**config.mk**
```make
export PLATFORM = sky130hd
export DESIGN_NAME = msk_mixcol_seq
export DESIGN_NICKNAME = d
export VERILOG_FILES = /design/src/rtl/msk_mixcol_seq.sv
export SDC_FILE = /design/constraint.sdc
export NUM_CORES = 1
export LEC_CHECK = 0
export ABC_AREA = 1
export ABC_CLOCK_PERIOD_IN_PS = 4900
export CORE_MARGIN = 1.5
export CORE_UTILIZATION = 35
export DETAILED_ROUTE_END_ITERATION = 16
export GPL_TIMING_DRIVEN = 0
export PLACE_DENSITY_LB_ADDON = 0.1
export SYNTH_ARGS = -nofsm -noshare
export SYNTH_HDL_FRONTEND = slang
export SYNTH_SLANG_ARGS = --single-unit
```
**constraint.sdc**
```tcl
create_clock -name clk -period 4.9 [get_ports clk]
set_input_delay 1.225 -clock clk [delete_from_list [all_inputs] [get_ports clk]]
set_output_delay 1.225 -clock clk [all_outputs]
set_load 0.005 [all_outputs]
```
**src/rtl/msk_mixcol_seq.sv**
```systemverilog
// Masked AES MixColumns / InvMixColumns engine over a d-share Boolean-shared 128-bit state.
// Latency: input handshake at edge k gives out_valid after edge k+4/PAR, PAR columns per cycle.
// Backpressure: result held stable in DONE until out_ready; a new state may be taken in the same cycle.
//
// Ports: clk/rst_n (async active-low); in_valid/in_ready/in_inverse/sh_in accept one masked state
// and its direction; out_valid/out_ready/sh_out return the masked result; busy flags the BUSY state.
// Share encoding: byte b=4*col+row, bit i, share j lives at index (8*b+i)*D+j.
module msk_mixcol_seq #(
    parameter int D   = 2,
    parameter int PAR = 1
) (
    input  logic             clk,
    input  logic             rst_n,
    input  logic             in_valid,
    output logic             in_ready,
    input  logic             in_inverse,
    input  logic [128*D-1:0] sh_in,
    output logic             out_valid,
    input  logic             out_ready,
    output logic [128*D-1:0] sh_out,
    output logic             busy
);

    typedef enum logic [1:0] {S_IDLE, S_BUSY, S_DONE} state_t;

    state_t             state_q, state_d;
    logic [1:0]         col_q, col_d;
    logic               mode_q, mode_d;
    logic [128*D-1:0]   work_q, work_d;
    logic [128*D-1:0]   res_q, res_d;
    logic [128*D-1:0]   res_grp;
    logic [1:0]         grp_col;
    logic [31:0]        col_in, col_out;

    function automatic logic [7:0] xtime(input logic [7:0] a);
        return {a[6:0], 1'b0} ^ (a[7] ? 8'h1b : 8'h00);
    endfunction

    // One column of one share; bytes are rows, row r at bits [8r+7:8r].
    // The inverse is realised as a cheap pre-multiply by {05,00,04,00} (circulant)
    // followed by the forward matrix, since InvMix = Mix x that circulant.
    function automatic logic [31:0] mix_col(input logic [31:0] c, input logic inv);
        logic [7:0] a [4];
        logic [7:0] u, v;
        logic [31:0] r;
        for (int k = 0; k < 4; k++) a[k] = c[8*k +: 8];
        u = xtime(xtime(a[0] ^ a[2]));
        v = xtime(xtime(a[1] ^ a[3]));
        if (inv) begin
            a[0] = a[0] ^ u;
            a[2] = a[2] ^ u;
            a[1] = a[1] ^ v;
            a[3] = a[3] ^ v;
        end
        r = '0;
        for (int k = 0; k < 4; k++) begin
            r[8*k +: 8] = xtime(a[k]) ^ xtime(a[(k+1)%4]) ^ a[(k+1)%4]
                        ^ a[(k+2)%4] ^ a[(k+3)%4];
        end
        return r;
    endfunction

    // Transform the current column group share by share; each share's bits are
    // gathered, mixed and scattered without ever touching another share.
    always_comb begin
        res_grp = res_q;
        grp_col = '0;
        col_in  = '0;
        col_out = '0;
        for (int p = 0; p < PAR; p++) begin
            grp_col = col_q + 2'(p);
            for (int j = 0; j < D; j++) begin
                for (int b = 0; b < 4; b++)
                    for (int i = 0; i < 8; i++)
                        col_in[8*b+i] = work_q[(8*(4*int'(grp_col)+b)+i)*D+j];
                col_out = mix_col(col_in, mode_q);
                for (int b = 0; b < 4; b++)
                    for (int i = 0; i < 8; i++)
                        res_grp[(8*(4*int'(grp_col)+b)+i)*D+j] = col_out[8*b+i];
            end
        end
    end

    always_comb begin
        state_d  = state_q;
        col_d    = col_q;
        mode_d   = mode_q;
        work_d   = work_q;
        res_d    = res_q;
        in_ready = 1'b0;
        case (state_q)
            S_IDLE: in_ready = 1'b1;
            S_BUSY: begin
                res_d = res_grp;
                col_d = col_q + 2'(PAR);
                if (col_q == 2'(4 - PAR)) state_d = S_DONE;
            end
            S_DONE: begin
                // Chaining straight into BUSY avoids an IDLE bubble under back-to-back traffic.
                in_ready = out_ready;
                if (out_ready && !in_valid) state_d = S_IDLE;
            end
            default: state_d = S_IDLE;
        endcase
        if (in_valid && in_ready) begin
            work_d  = sh_in;
            mode_d  = in_inverse;
            col_d   = '0;
            state_d = S_BUSY;
        end
    end

    always_ff @(posedge clk or negedge rst_n) begin
        if (!rst_n) begin
            state_q <= S_IDLE;
            col_q   <= '0;
            mode_q  <= 1'b0;
            work_q  <= '0;
            res_q   <= '0;
        end else begin
            state_q <= state_d;
            col_q   <= col_d;
            mode_q  <= mode_d;
            work_q  <= work_d;
            res_q   <= res_d;
        end
    end

    assign out_valid = (state_q == S_DONE);
    assign busy      = (state_q == S_BUSY);
    assign sh_out    = res_q;

endmodule

```
==> impl_metrics.prom <==
# TYPE chip_impl_metric gauge
chip_impl_info{name="status",value="finished, final reports clean"} 1
chip_impl_metric{name="setup_viol",unit=""} 0
chip_impl_metric{name="vias_per_cell",unit=""} 4.94
chip_impl_metric{name="clock_path_buffers",unit=""} 3
chip_impl_metric{name="timing.fmax",unit="MHz"} 245
chip_impl_metric{name="die_area",unit="sq mm"} 0.0794
chip_impl_metric{name="clk-insertion-delay-late",unit="ns"} 0.64
chip_impl_metric{name="cts_max_level",unit=""} 2
chip_impl_metric{name="async_flop_share",unit="%"} 100
chip_impl_metric{name="max_cap_viol_count",unit=""} 0
chip_impl_metric{name="clkSlewWorstSetupHoldPaths",unit="ns"} 0.06
chip_impl_metric{name="required_time_reported_for_the_critical_path_endpoint",unit="ns"} 5.46
chip_impl_metric{name="maximum_number_of_pins_on_one_net_before_global_route_repair",unit=""} 115
chip_impl_info{name="worst_setup_path_end_kind",value="flip-flop"} 1
chip_impl_metric{name="drcViolationCount",unit=""} 0
chip_impl_metric{name="design.core.area",unit="sq mm"} 0.0772
chip_impl_info{name="tritoncts_clock_tree",value="yes"} 1
chip_impl_metric{name="drt_pass1_iterations",unit=""} 7
chip_impl_metric{name="final_cell_area",unit="sq mm"} 0.0357
chip_impl_metric{name="period_utilization_post_route",unit="%"} 83.4
chip_impl_metric{name="antenna_left",unit=""} 0
chip_impl_metric{name="gpl.final_weighted_congestion",unit=""} 0.956
chip_impl_info{name="grt_setup_unrepaired",value="no"} 1
chip_impl_metric{name="floorplan.rows",unit=""} 102
chip_impl_metric{name="vias",unit=""} 27000
chip_impl_metric{name="yosysTopAreaCellShare",unit="%"} 47.6
chip_impl_metric{name="area_delta_synth_final",unit="%"} 31.4
chip_impl_metric{name="cts-hold-fix-buffers",unit=""} 0
chip_impl_metric{name="antennaDiodeCount",unit=""} 0
chip_impl_metric{name="width_of_the_die",unit="um"} 282
chip_impl_metric{name="initial_core_util",unit="%"} 35.2
chip_impl_metric{name="timing.final.max_slew_violations",unit=""} 0
chip_impl_info{name="root_buffer",value="sky130_fd_sc_hd__clkbuf_16"} 1
chip_impl_metric{name="antenna_found_initial",unit=""} 0
chip_impl_metric{name="per_cell_routed_wire_length",unit="um"} 21.9
chip_impl_metric{name="number_of_setup_buffers_added_after_cts",unit=""} 0
chip_impl_metric{name="placed_cell_area",unit="sq mm"} 0.0338
chip_impl_metric{name="synthesis.instances",unit=""} 3789
chip_impl_metric{name="syn_avg_cell_area",unit="sq um"} 7.18
chip_impl_info{name="synth_top_flop_cell",value="sky130_fd_sc_hd__dfrtp_1"} 1
chip_impl_info{name="synthTopCellsByArea",value="sky130_fd_sc_hd__dfrtp_1, sky130_fd_sc_hd__nand2_1, sky130_fd_sc_hd__nand3_1"} 1
chip_impl_metric{name="grt_first_pass_wirelength",unit="mm"} 172
chip_impl_metric{name="number_of_synthesized_flops_with_an_enable_pin",unit=""} 0
chip_impl_metric{name="fin_skew",unit="ns"} 0.0225
chip_impl_metric{name="fin_setup_tns",unit="ns"} 0
chip_impl_metric{name="tightestPinTransition",unit="ns"} 1.16
chip_impl_metric{name="dr.first_iter.drc_count",unit=""} 2554
chip_impl_metric{name="detailed_place_hpwl",unit="mm"} 94.3
chip_impl_metric{name="layout-drive-gt1-share",unit="%"} 5.10
chip_impl_metric{name="grt_pass1_vias",unit=""} 25900
chip_impl_metric{name="arr_time_crit_path",unit="ns"} 4.64
chip_impl_metric{name="number_of_nets_in_the_final_layout",unit=""} 4638
chip_impl_metric{name="synthDistinctLibCells",unit=""} 42
chip_impl_metric{name="floorplan_die_height",unit="um"} 282
chip_impl_metric{name="layout.core_utilization",unit="%"} 46.3
chip_impl_info{name="worst_hold_path_type",value="flip-flop to flip-flop"} 1
chip_impl_metric{name="portBuffers",unit=""} 519
chip_impl_metric{name="synth.yosys.warnings",unit=""} 0
chip_impl_metric{name="ys_ff_latch",unit=""} 517
chip_impl_info{name="worst_setup_path_start_kind",value="flip-flop"} 1
chip_impl_metric{name="routed_wirelength",unit="mm"} 119
chip_impl_metric{name="hold_violations",unit=""} 0
chip_impl_metric{name="ys_seq_area_share",unit="%"} 47.6
chip_impl_info{name="crit_type",value="flip-flop to flip-flop"} 1
chip_impl_metric{name="worstPathMaxFanout",unit=""} 10
chip_impl_metric{name="postCtsResizedCells",unit=""} 0
chip_impl_info{name="ys_top_cells_by_count",value="sky130_fd_sc_hd__nand2_1, sky130_fd_sc_hd__dfrtp_1, sky130_fd_sc_hd__nand3_1"} 1
chip_impl_metric{name="number_of_buffers_created_by_cts",unit=""} 58
chip_impl_metric{name="overall_track_demand_over_capacity_in_global_routing",unit="%"} 30.0
chip_impl_info{name="yosys.area.top_type",value="sky130_fd_sc_hd__dfrtp_1"} 1
chip_impl_metric{name="final.fill_count",unit=""} 7950
chip_impl_metric{name="layoutNonFillerInstCount",unit=""} 5456
chip_impl_metric{name="io-pin-count",unit=""} 520
chip_impl_metric{name="finalWorstPathRequiredPeriod",unit="ns"} 4.08
chip_impl_metric{name="dp_cells",unit=""} 5353
chip_impl_metric{name="cts.sink_count",unit=""} 517
chip_impl_metric{name="synthesis.nets",unit=""} 4054
chip_impl_info{name="yosysMostFrequentCell",value="sky130_fd_sc_hd__nand2_1"} 1
chip_impl_metric{name="globalRouteOverflowTotal",unit=""} 0
chip_impl_metric{name="syn-cell-area",unit="sq mm"} 0.0272
chip_impl_metric{name="max-slew-margin-rel",unit="%"} 22.7
worst paths after layout:
path	startpoint	to	slack, ns	cells after the start
setup / recovery	col_q[0]$_DFFE_PN0P_	sh_out[141]$_DFFE_PN0P_	0.82	13
hold / removal	work_q[125]$_DFFE_PN0P_	work_q[125]$_DFFE_PN0P_	0.48	2
setup reg to reg	col_q[0]$_DFFE_PN0P_	sh_out[141]$_DFFE_PN0P_	0.82	13
hold reg to reg	work_q[125]$_DFFE_PN0P_	work_q[125]$_DFFE_PN0P_	0.48	2
max in group asynchronous	rst_n	work_q[224]$_DFFE_PN0P_	2.19	5
min in group asynchronous	rst_n	sh_out[80]$_DFFE_PN0P_	0.56	1
layout make-up:
cell class | count | area [sq um] | share of cell area (%)
Buffer | 159 | 786 | 2.20
Clock buffer | 92 | 1750 | 4.90
Clock inverter | 11 | 153 | 0.427
Inverter | 135 | 514 | 1.44
Multi-Input combinational cell | 2978 | 13000 | 36.2
Sequential cell | 517 | 12900 | 36.2
Tap cell | 1040 | 1300 | 3.64
Timing Repair Buffer | 524 | 5340 | 14.9
through the flow:
stage / worst slack (ns) / hold WS [ns]
3_5_place_dp: 0.494 / 0.465
3_3_place_gp: -21.74 / 0.462
6_report: 0.815 / 0.476
4_1_cts: 0.827 / 0.481
5_1_grt: 0.750 / 0.495
2_1_floorplan: 2.27 / 0.449
registers in the layout (all words and copies together) (netlist names):
name	cells
col_q	2
mode_q	1
sh_out	256
state_q	2
work_q	256
cells by family (layout without fill, tap and decap cells):
logic type | Yosys count | in the layout | share of synthesized area (%)
AND/OR/NAND/NOR | 2768 | 2768 | 41.0
flip-flops | 517 | 517 | 47.6
buffers and inverters | 294 | 921 | 4.78
XOR/XNOR | 122 | 122 | 4.73
AO/OA/AOI/OAI | 80 | 80 | 1.60
adder cells (fa/ha/maj) | 4 | 4 | 0.184
multiplexers | 4 | 4 | 0.147
routing by layer:
layer	GRT usage [%]	up-vias	share of wire, %
met5	0	-	0
met4	13.1	0	4.8
met3	4.60	202	6.4
met2	49.3	1040	47
met1	39.1	12800	42
li1	-	13000	-
placed cells by master (no fill, tap or decap), types with 2 or more instances in the layout:
| cell | n |
|---|---|
| sky130_fd_sc_hd__mux2i_1 | 4 |
| sky130_fd_sc_hd__clkinv_8 | 2 |
| sky130_fd_sc_hd__xor2_1 | 70 |
| sky130_fd_sc_hd__xor2_4 | 2 |
| sky130_fd_sc_hd__bufinv_16 | 3 |
| sky130_fd_sc_hd__buf_2 | 16 |
| sky130_fd_sc_hd__dfrtp_1 | 517 |
| sky130_fd_sc_hd__nor2_1 | 24 |
| sky130_fd_sc_hd__nand2_1 | 2276 |
| sky130_fd_sc_hd__o31ai_1 | 2 |
| sky130_fd_sc_hd__inv_2 | 18 |
| sky130_fd_sc_hd__nand4_1 | 41 |
| sky130_fd_sc_hd__clkbuf_16 | 59 |
| sky130_fd_sc_hd__a21oi_1 | 8 |
| sky130_fd_sc_hd__xor2_2 | 18 |
| sky130_fd_sc_hd__clkdlybuf4s50_1 | 518 |
| sky130_fd_sc_hd__or2_1 | 5 |
| sky130_fd_sc_hd__clkinv_2 | 6 |
| sky130_fd_sc_hd__nand3_2 | 7 |
| sky130_fd_sc_hd__o211ai_1 | 4 |
| sky130_fd_sc_hd__o21ai_1 | 22 |
| sky130_fd_sc_hd__nor2_2 | 2 |
| sky130_fd_sc_hd__buf_4 | 23 |
| sky130_fd_sc_hd__clkinv_1 | 2 |
| sky130_fd_sc_hd__xnor2_2 | 4 |
| sky130_fd_sc_hd__ha_1 | 4 |
| sky130_fd_sc_hd__nor3_1 | 2 |
| sky130_fd_sc_hd__nand3b_1 | 6 |
| sky130_fd_sc_hd__buf_16 | 5 |
| sky130_fd_sc_hd__xnor2_1 | 27 |
| sky130_fd_sc_hd__nand3_1 | 376 |
| sky130_fd_sc_hd__buf_6 | 11 |
| sky130_fd_sc_hd__o21ai_0 | 38 |
| sky130_fd_sc_hd__buf_1 | 20 |
| sky130_fd_sc_hd__inv_1 | 113 |
| sky130_fd_sc_hd__o21ai_2 | 3 |
| sky130_fd_sc_hd__clkbuf_1 | 107 |
| sky130_fd_sc_hd__nand2_2 | 24 |
| sky130_fd_sc_hd__a21o_1 | 2 |
| sky130_fd_sc_hd__clkbuf_8 | 15 |
worst max-delay path, stage by stage, from the launching register on:
cell,delay (ns)
sky130_fd_sc_hd__dfrtp_1,0.40
sky130_fd_sc_hd__buf_6,0.20
sky130_fd_sc_hd__buf_4,0.24
sky130_fd_sc_hd__buf_4,0.30
sky130_fd_sc_hd__nor2_1,0.10
sky130_fd_sc_hd__o31ai_1,0.81
sky130_fd_sc_hd__nand2_1,0.14
sky130_fd_sc_hd__nand2_2,0.19
sky130_fd_sc_hd__nor2_4,0.09
sky130_fd_sc_hd__xor2_2,0.20
sky130_fd_sc_hd__xor2_1,0.20
sky130_fd_sc_hd__xor2_1,0.91
sky130_fd_sc_hd__nand2_1,0.11
sky130_fd_sc_hd__nand2_1,0.09
Power is not shown: default switching activity piles up to over one toggle a cycle in this logic, so the estimate is an artifact.
